<file path="src/rtl/mem_port_arbiter_if.sv">
// mem_port_arbiter_if
//   Bundles the fetch port, the data port, the halt input and the memory side of
//   mem_port_arbiter.
//   fetch : i_req, i_addr  -> arbiter;  i_rdata, i_done, i_stall  <- arbiter
//   data  : d_rd, d_wr, d_addr, d_wdata  -> arbiter;  d_rdata, d_done, d_stall  <- arbiter
//   ctrl  : halt -> arbiter;  mem_dump <- arbiter
//   memory: mem_en, mem_wr, mem_addr, mem_wdata <- arbiter;  mem_rdata -> arbiter
//   The slave modport is the arbiter's view. The master modport is the view of the
//   surrounding pipeline and memory.
interface mem_port_arbiter_if #(
  parameter int unsigned ADDR_W = 16,
  parameter int unsigned DATA_W = 16
);
  logic              i_req;
  logic [ADDR_W-1:0] i_addr;
  logic [DATA_W-1:0] i_rdata;
  logic              i_done;
  logic              i_stall;

  logic              d_rd;
  logic              d_wr;
  logic [ADDR_W-1:0] d_addr;
  logic [DATA_W-1:0] d_wdata;
  logic [DATA_W-1:0] d_rdata;
  logic              d_done;
  logic              d_stall;

  logic              halt;

  logic              mem_en;
  logic              mem_wr;
  logic [ADDR_W-1:0] mem_addr;
  logic [DATA_W-1:0] mem_wdata;
  logic [DATA_W-1:0] mem_rdata;
  logic              mem_dump;

  modport slave (
    input  i_req, i_addr, d_rd, d_wr, d_addr, d_wdata, halt, mem_rdata,
    output i_rdata, i_done, i_stall, d_rdata, d_done, d_stall,
           mem_en, mem_wr, mem_addr, mem_wdata, mem_dump
  );

  modport master (
    output i_req, i_addr, d_rd, d_wr, d_addr, d_wdata, halt, mem_rdata,
    input  i_rdata, i_done, i_stall, d_rdata, d_done, d_stall,
           mem_en, mem_wr, mem_addr, mem_wdata, mem_dump
  );
endinterface

</file>
<file path="src/rtl/mem_port_arbiter.sv">
// mem_port_arbiter
//   Shares one single-ported memory between the fetch port and the data port. It
//   serialises the requests, and data requests win. Each access is sequenced over
//   LATENCY cycles. When it completes, the granted port gets a one-cycle done pulse.
//   After halt, the arbiter drains the access in flight, pulses mem_dump once and
//   then parks.
//   Ports:
//     clk : clock; all state changes on posedge
//     rst : synchronous, active-high reset
//     bus : mem_port_arbiter_if.slave (fetch, data, halt and memory signals)
//   Parameters: LATENCY (>=1, 1 = combinational read), ADDR_W, DATA_W.
module mem_port_arbiter #(
  parameter int unsigned LATENCY = 2,
  parameter int unsigned ADDR_W  = 16,
  parameter int unsigned DATA_W  = 16
) (
  input  logic clk,
  input  logic rst,
  mem_port_arbiter_if.slave bus
);

  localparam int unsigned CNT_W  = (LATENCY > 1) ? $clog2(LATENCY) : 1;
  localparam bit          SINGLE = (LATENCY == 1);

  typedef enum logic [2:0] {
    IDLE   = 3'd0,
    ISSUE  = 3'd1,
    WAIT   = 3'd2,
    RESP   = 3'd3,
    DUMP   = 3'd4,
    HALTED = 3'd5
  } state_t;

  state_t            state, state_next;
  logic [CNT_W-1:0]  cnt, cnt_next;
  logic              halt_seen;
  logic [ADDR_W-1:0] addr_q;
  logic [DATA_W-1:0] wdata_q;
  logic              wr_q;
  logic              owner_data_q;
  logic [DATA_W-1:0] i_rdata_q, d_rdata_q;
  logic              i_done_q, d_done_q;
  logic              mem_en_q, mem_wr_q, mem_dump_q;

  logic              grant, grant_data, capture;
  logic              d_any;

  assign d_any = bus.d_rd | bus.d_wr;

  // Next-state, grant and capture decode
  always_comb begin
    state_next = state;
    cnt_next   = cnt;
    grant      = 1'b0;
    grant_data = 1'b0;
    capture    = 1'b0;
    case (state)
      IDLE: begin
        if (halt_seen) begin
          state_next = DUMP;
        end else if (d_any) begin
          grant      = 1'b1;
          grant_data = 1'b1;
          state_next = ISSUE;
        end else if (bus.i_req) begin
          grant      = 1'b1;
          state_next = ISSUE;
        end
      end
      ISSUE: begin
        cnt_next = CNT_W'(LATENCY - 1);
        if (SINGLE) begin
          capture    = 1'b1;
          state_next = RESP;
        end else begin
          state_next = WAIT;
        end
      end
      WAIT: begin
        cnt_next = cnt - CNT_W'(1);
        if (cnt == CNT_W'(1)) begin
          capture    = 1'b1;
          state_next = RESP;
        end
      end
      RESP:    state_next = halt_seen ? DUMP : IDLE;
      DUMP:    state_next = HALTED;
      HALTED:  state_next = HALTED;
      default: state_next = IDLE;
    endcase
  end

  // State, access latches and registered outputs
  always_ff @(posedge clk) begin
    if (rst) begin
      state        <= IDLE;
      cnt          <= '0;
      halt_seen    <= 1'b0;
      addr_q       <= '0;
      wdata_q      <= '0;
      wr_q         <= 1'b0;
      owner_data_q <= 1'b0;
      i_rdata_q    <= '0;
      d_rdata_q    <= '0;
      i_done_q     <= 1'b0;
      d_done_q     <= 1'b0;
      mem_en_q     <= 1'b0;
      mem_wr_q     <= 1'b0;
      mem_dump_q   <= 1'b0;
    end else begin
      state     <= state_next;
      cnt       <= cnt_next;
      halt_seen <= halt_seen | bus.halt;

      if (grant) begin
        owner_data_q <= grant_data;
        // A simultaneous read and write is performed as a write
        wr_q         <= grant_data & bus.d_wr;
        addr_q       <= grant_data ? bus.d_addr : bus.i_addr;
        if (grant_data) begin
          wdata_q <= bus.d_wdata;
        end
      end

      // Read data goes straight into the owning port's output register. On a
      // write, d_rdata keeps its old value.
      if (capture) begin
        if (!owner_data_q) begin
          i_rdata_q <= bus.mem_rdata;
        end else if (!wr_q) begin
          d_rdata_q <= bus.mem_rdata;
        end
      end

      // done is high exactly during RESP because capture precedes RESP
      i_done_q   <= capture & ~owner_data_q;
      d_done_q   <= capture & owner_data_q;
      mem_en_q   <= grant;
      mem_wr_q   <= grant & grant_data & bus.d_wr;
      mem_dump_q <= (state_next == DUMP);
    end
  end

  assign bus.i_rdata   = i_rdata_q;
  assign bus.i_done    = i_done_q;
  assign bus.i_stall   = bus.i_req & ~i_done_q;
  assign bus.d_rdata   = d_rdata_q;
  assign bus.d_done    = d_done_q;
  assign bus.d_stall   = d_any & ~d_done_q;
  assign bus.mem_en    = mem_en_q;
  assign bus.mem_wr    = mem_wr_q;
  assign bus.mem_addr  = addr_q;
  assign bus.mem_wdata = wdata_q;
  assign bus.mem_dump  = mem_dump_q;

endmodule

</file>
<file path="src/flat_wrapper.sv">
// flat-port wrapper written by rule: the top's interface ports become plain ports
module mem_port_arbiter_flat 
#(
  parameter int unsigned LATENCY = 2,
  parameter int unsigned ADDR_W  = 16,
  parameter int unsigned DATA_W  = 16
)
  (clk, rst, bus_i_req, bus_i_addr, bus_d_rd, bus_d_wr, bus_d_addr, bus_d_wdata, bus_halt, bus_mem_rdata, bus_i_rdata, bus_i_done, bus_i_stall, bus_d_rdata, bus_d_done, bus_d_stall, bus_mem_en, bus_mem_wr, bus_mem_addr, bus_mem_wdata, bus_mem_dump);
  mem_port_arbiter_if #(.ADDR_W(ADDR_W), .DATA_W(DATA_W)) bus_i ();
  input  logic clk;
  input  logic rst;
  input wire logic [$bits(bus_i.i_req)-1:0] bus_i_req;
  input wire logic [$bits(bus_i.i_addr)-1:0] bus_i_addr;
  input wire logic [$bits(bus_i.d_rd)-1:0] bus_d_rd;
  input wire logic [$bits(bus_i.d_wr)-1:0] bus_d_wr;
  input wire logic [$bits(bus_i.d_addr)-1:0] bus_d_addr;
  input wire logic [$bits(bus_i.d_wdata)-1:0] bus_d_wdata;
  input wire logic [$bits(bus_i.halt)-1:0] bus_halt;
  input wire logic [$bits(bus_i.mem_rdata)-1:0] bus_mem_rdata;
  output wire logic [$bits(bus_i.i_rdata)-1:0] bus_i_rdata;
  output wire logic [$bits(bus_i.i_done)-1:0] bus_i_done;
  output wire logic [$bits(bus_i.i_stall)-1:0] bus_i_stall;
  output wire logic [$bits(bus_i.d_rdata)-1:0] bus_d_rdata;
  output wire logic [$bits(bus_i.d_done)-1:0] bus_d_done;
  output wire logic [$bits(bus_i.d_stall)-1:0] bus_d_stall;
  output wire logic [$bits(bus_i.mem_en)-1:0] bus_mem_en;
  output wire logic [$bits(bus_i.mem_wr)-1:0] bus_mem_wr;
  output wire logic [$bits(bus_i.mem_addr)-1:0] bus_mem_addr;
  output wire logic [$bits(bus_i.mem_wdata)-1:0] bus_mem_wdata;
  output wire logic [$bits(bus_i.mem_dump)-1:0] bus_mem_dump;
  assign bus_i.i_req = bus_i_req;
  assign bus_i.i_addr = bus_i_addr;
  assign bus_i.d_rd = bus_d_rd;
  assign bus_i.d_wr = bus_d_wr;
  assign bus_i.d_addr = bus_d_addr;
  assign bus_i.d_wdata = bus_d_wdata;
  assign bus_i.halt = bus_halt;
  assign bus_i.mem_rdata = bus_mem_rdata;
  assign bus_i_rdata = bus_i.i_rdata;
  assign bus_i_done = bus_i.i_done;
  assign bus_i_stall = bus_i.i_stall;
  assign bus_d_rdata = bus_i.d_rdata;
  assign bus_d_done = bus_i.d_done;
  assign bus_d_stall = bus_i.d_stall;
  assign bus_mem_en = bus_i.mem_en;
  assign bus_mem_wr = bus_i.mem_wr;
  assign bus_mem_addr = bus_i.mem_addr;
  assign bus_mem_wdata = bus_i.mem_wdata;
  assign bus_mem_dump = bus_i.mem_dump;
  mem_port_arbiter #(.LATENCY(LATENCY), .ADDR_W(ADDR_W), .DATA_W(DATA_W)) u_core (.clk(clk), .rst(rst), .bus(bus_i));
endmodule
</file>
<file path="config.mk">
export PLATFORM = sky130hd
export DESIGN_NAME = mem_port_arbiter_flat
export DESIGN_NICKNAME = d
export VERILOG_FILES = /design/src/rtl/mem_port_arbiter_if.sv /design/src/rtl/mem_port_arbiter.sv /design/src/flat_wrapper.sv
export SDC_FILE = /design/constraint.sdc
export NUM_CORES = 1
export LEC_CHECK = 0
export CORE_MARGIN = 4
export CORE_UTILIZATION = 42
export DETAILED_ROUTE_END_ITERATION = 10
export PLACE_DENSITY = 0.8
export SLEW_MARGIN = 30
export SYNTH_ARGS = -nofsm -noshare
export SYNTH_HDL_FRONTEND = slang
export SYNTH_SLANG_ARGS = --single-unit
export TNS_END_PERCENT = 50
</file>
<file path="constraint.sdc">
create_clock -name clk -period 2 [get_ports clk]
set_input_delay 0.2 -clock clk [delete_from_list [all_inputs] [get_ports clk]]
set_output_delay 0.2 -clock clk [all_outputs]
set_load 0.02 [all_outputs]
</file>
==> results.py <==
metrics = {
    "yosys": {
        "ys_ff_latch": 76,
        "synth_fp_nets": 411,
        "synth_top_area_share_pct": 47.7,
        "synth_common_cells": "dfxtp_1 (76), o21ai_0 (38), a21oi_1 (33), nand2_1 (33), clkbuf_1 (22)",
        "synth_edf_count": 0,
        "yosys.area.top_type": "dfxtp_1",
        "ys.flop_type": "dfxtp_1",
        "synthDistinctLibCells": 37,
        "syn_area_sq_mm": 0.00319,
        "syn_inst": 341,
        "synth_area_per_cell_sq_um": 9.35,
        "yosysSeqAreaShare_pct": 47.7,
        "yosys_warnings": 0,
        "synth_area_leaders": "dfxtp_1 (48%), o21ai_0 (6.0%), mux2i_1 (5.3%)",
        "yosysMostFrequentCell": "dfxtp_1",
        "async_reset_ff_share_pct": 0,
    },
    "die": {
        "ios": 141,
        "start_util_pct": 43.5,
        "die_height_microns": 95.1,
        "fp-row-count": 31,
        "die_x_microns": 95.1,
        "core_sq_mm": 0.00733,
        "fp.dieArea_sq_mm": 0.00904,
    },
    "cts": {
        "cts_setup_buffers": 0,
        "clkTransAtPathRegs_ns": 0.08,
        "cts_buffers": 9,
        "cts_tree": "done",
        "cts_sinks": 76,
        "cts_root_buffer": "clkbuf_8",
        "htree_levels": 3,
        "postCtsHoldBufs": 0,
        "worst_skew_pair.late_latency_ns": 0.35,
        "cts_repair_resize_count": 0,
        "cts_buffer_depth": 2,
    },
    "timing": {
        "rsz0062_at_grt": "no",
        "fin_skew_ns": 0.0109,
        "clock.fmax_ghz": 0.544,
        "finalHoldViolCount": 0,
        "tightestPinTransition_ns": 0.616,
        "finalSetupViolCount": 0,
        "period_minus_slack_ns": 1.84,
        "tns_ns": 0,
        "whs_ns": 0.422,
        "finalCritPeriodShare_pct": 91.9,
        "slew_violations": 0,
        "slew_headroom_pct": 59.0,
    },
    "global_route": {
        "grt_pass1_wl_microns": 14300,
        "grtUsageTotal_pct": 19.9,
        "grt_busiest_layer": "met2",
        "antenna_found_initial": 0,
        "use_met3_pct": 7.26,
        "grtUsageMet2_pct": 33.4,
        "grt_pass1_vias": 3042,
        "grt_use_met1_pct": 23.3,
        "grt_max_degree": 52,
        "gr-total-overflow": 0,
    },
    "routing": {
        "vias": 3006,
        "vias_per_cell": 5.26,
        "first_iter_violations": 82,
        "finalWirelength_microns": 8780,
        "antenna_left": 0,
        "drcViolationCount": 0,
        "dr.pass1.iters": 4,
        "wl_per_cell_microns": 15.3,
    },
    "pwr": {
        "powerDensity_mw_per_mm2": 839,
        "netSwitchingFraction_pct": 30.7,
        "combPwrFrac_pct": 26.6,
        "p_leak_nw": 1.66,
        "p_switching_w": 0.00125,
        "seqPwrFrac_pct": 43.9,
        "power.internal_w": 0.00282,
        "ir_drop_v": 0.000431,
        "pwr-share-clk_pct": 29.5,
    },
    "place": {
        "hpwl_microns": 6390,
        "dp.cells": 556,
        "portBuffers": 140,
        "gp_congestion": 0.819,
    },
    "cells_and_area": {
        "diodes": 0,
        "areaGrowthSynthToFinish_pct": 52.3,
        "nets": 538,
        "post_layout_nonfiller_instances": 572,
        "utilization_pct": 66.2,
        "drive_above_1_share_pct": 11.2,
    },
    "setup_path": {
        "crit_required_ns": 1.80,
        "critPathLaunchType": "input pin",
        "crit_path_end_kind": "output pin",
        "path_cells": "clkdlybuf4s50_1 -> nor2_2 -> nor2_1 -> clkdlybuf4s50_1",
        "cp_top_family": "buffers and inverters",
        "cp_data_arrival_time_ns": 1.64,
        "crit_slowest_cell": "clkdlybuf4s50_1",
        "cp_num_buf_inv": 2,
        "crit_top_cell": "clkdlybuf4s50_1",
        "worstPathMaxFanout": 9,
        "max_stage_delay_ns": 0.63,
        "critical_path_class": "in -> out",
    },
    "flow_run": {
        "maxCapViolations": 0,
    },
    "run_status": {
        "outcome": "finished, final reports clean",
    },
    "worst_hold_path": {
        "hold_path_class": "in -> reg",
    },
}
-- layout by cell type (no fill, tap or decap), types with 2 or more instances in the layout --
master / synthesis / final
clkbuf_8: 0 / 10
o211ai_1: 15 / 15
o21ai_1: 8 / 8
or4b_2: 15 / 15
clkinvlp_4: 0 / 2
a21oi_1: 33 / 33
clkdlybuf4s50_1: 0 / 140
a211oi_1: 16 / 16
mux2i_1: 17 / 17
nand2_1: 33 / 33
nand3b_1: 16 / 16
nor2_1: 9 / 8
o21ai_0: 38 / 38
inv_6: 0 / 2
and3_1: 3 / 3
dfxtp_1: 76 / 76
buf_12: 1 / 2
nor3_1: 3 / 3
o21ai_2: 2 / 2
a31o_1: 2 / 2
buf_4: 0 / 12
-- final cells by class --
cell class                 instances  area [sq um]
fill                             595          2480
timing repair buffer             154          1530
sequential                        76          1520
multi-input combinational        225          1460
clock buffer                      10           138
tap                               99           124
clock inverter                     6          71.3
inverter                           2          7.51
-- registers in the layout, summed over array words and instances (netlist names) --
| register | flops |
|---|---|
| u_core.bus.d_rdata | 16 |
| u_core.bus.mem_addr | 16 |
| u_core.bus.i_rdata | 16 |
| u_core.state | 3 |
| u_core.bus.mem_en | 1 |
| u_core.bus.i_done | 1 |
| u_core.bus.mem_wdata | 16 |
| u_core.bus.d_done | 1 |
| u_core.cnt | 1 |
| u_core.bus.mem_dump | 1 |
| u_core.bus.mem_wr | 1 |
| u_core.wr_q | 1 |
| u_core.owner_data_q | 1 |
| u_core.halt_seen | 1 |
-- cell families (layout without fill, tap and decap cells) --
family                    Yosys count  after routing  share of synthesized area, %
and+or+nand+nor                    90             90                          18.3
AOI/OAI and AO/OA                 117            117                          21.6
DFF                                76             76                          47.7
muxes                              17             17                          5.34
xor gates and xnor gates            1              1                         0.275
buffers and inverters              40            172                          6.75
-- power groups by stage --
stage | registers (W) | clock network, W | logic (W)
after floorplan | 0.00192 | 0 | 0.000496
after global placement | 0.00182 | 0 | 0.00106
after detailed placement | 0.00182 | 0 | 0.00109
after CTS | 0.00179 | 0.00123 | 0.00109
after global routing | 0.00181 | 0.00131 | 0.00118
final | 0.00179 | 0.00120 | 0.00108
-- routing by layer --
layer	part of all wire [%]	vias up
met1	42	1386
met2	47	115
met4	1.4	0
li1	-	1492
met3	9.6	13
met5	0	-
-- per-stage QoR --
| step | area [sq um] | setup WS [ns] | power [W] |
|---|---|---|---|
| final | 4850 | 0.161 | 0.00407 |
| after global routing | 4850 | 0.0659 | 0.00430 |
| after CTS | 4850 | 0.140 | 0.00411 |
| after detailed placement | 4640 | 0.0604 | 0.00290 |
| after global placement | 4640 | 0.0930 | 0.00288 |
| after floorplan | 3190 | 0.516 | 0.00241 |
-- worst reg2reg max path, cell delays in order (launching register included) --
cell     delay, ns
dfxtp_1       0.41
or4_1         0.85
o21ai_0       0.28
a21oi_1       0.09
-- final timing paths --
kind                               from                 endpoint  slack [ns]  cells past startpoint
setup reg to reg        u_core.state[1]  u_core.bus.mem_wdata[5]        0.26                      3
hold reg to reg   u_core.bus.d_rdata[4]    u_core.bus.d_rdata[4]        0.46                      2
hold / removal           bus_d_wdata[0]  u_core.bus.mem_wdata[0]        0.42                      3
setup / recovery               bus_d_rd              bus_d_stall        0.16                      4
(Power assumes the default switching activity.)
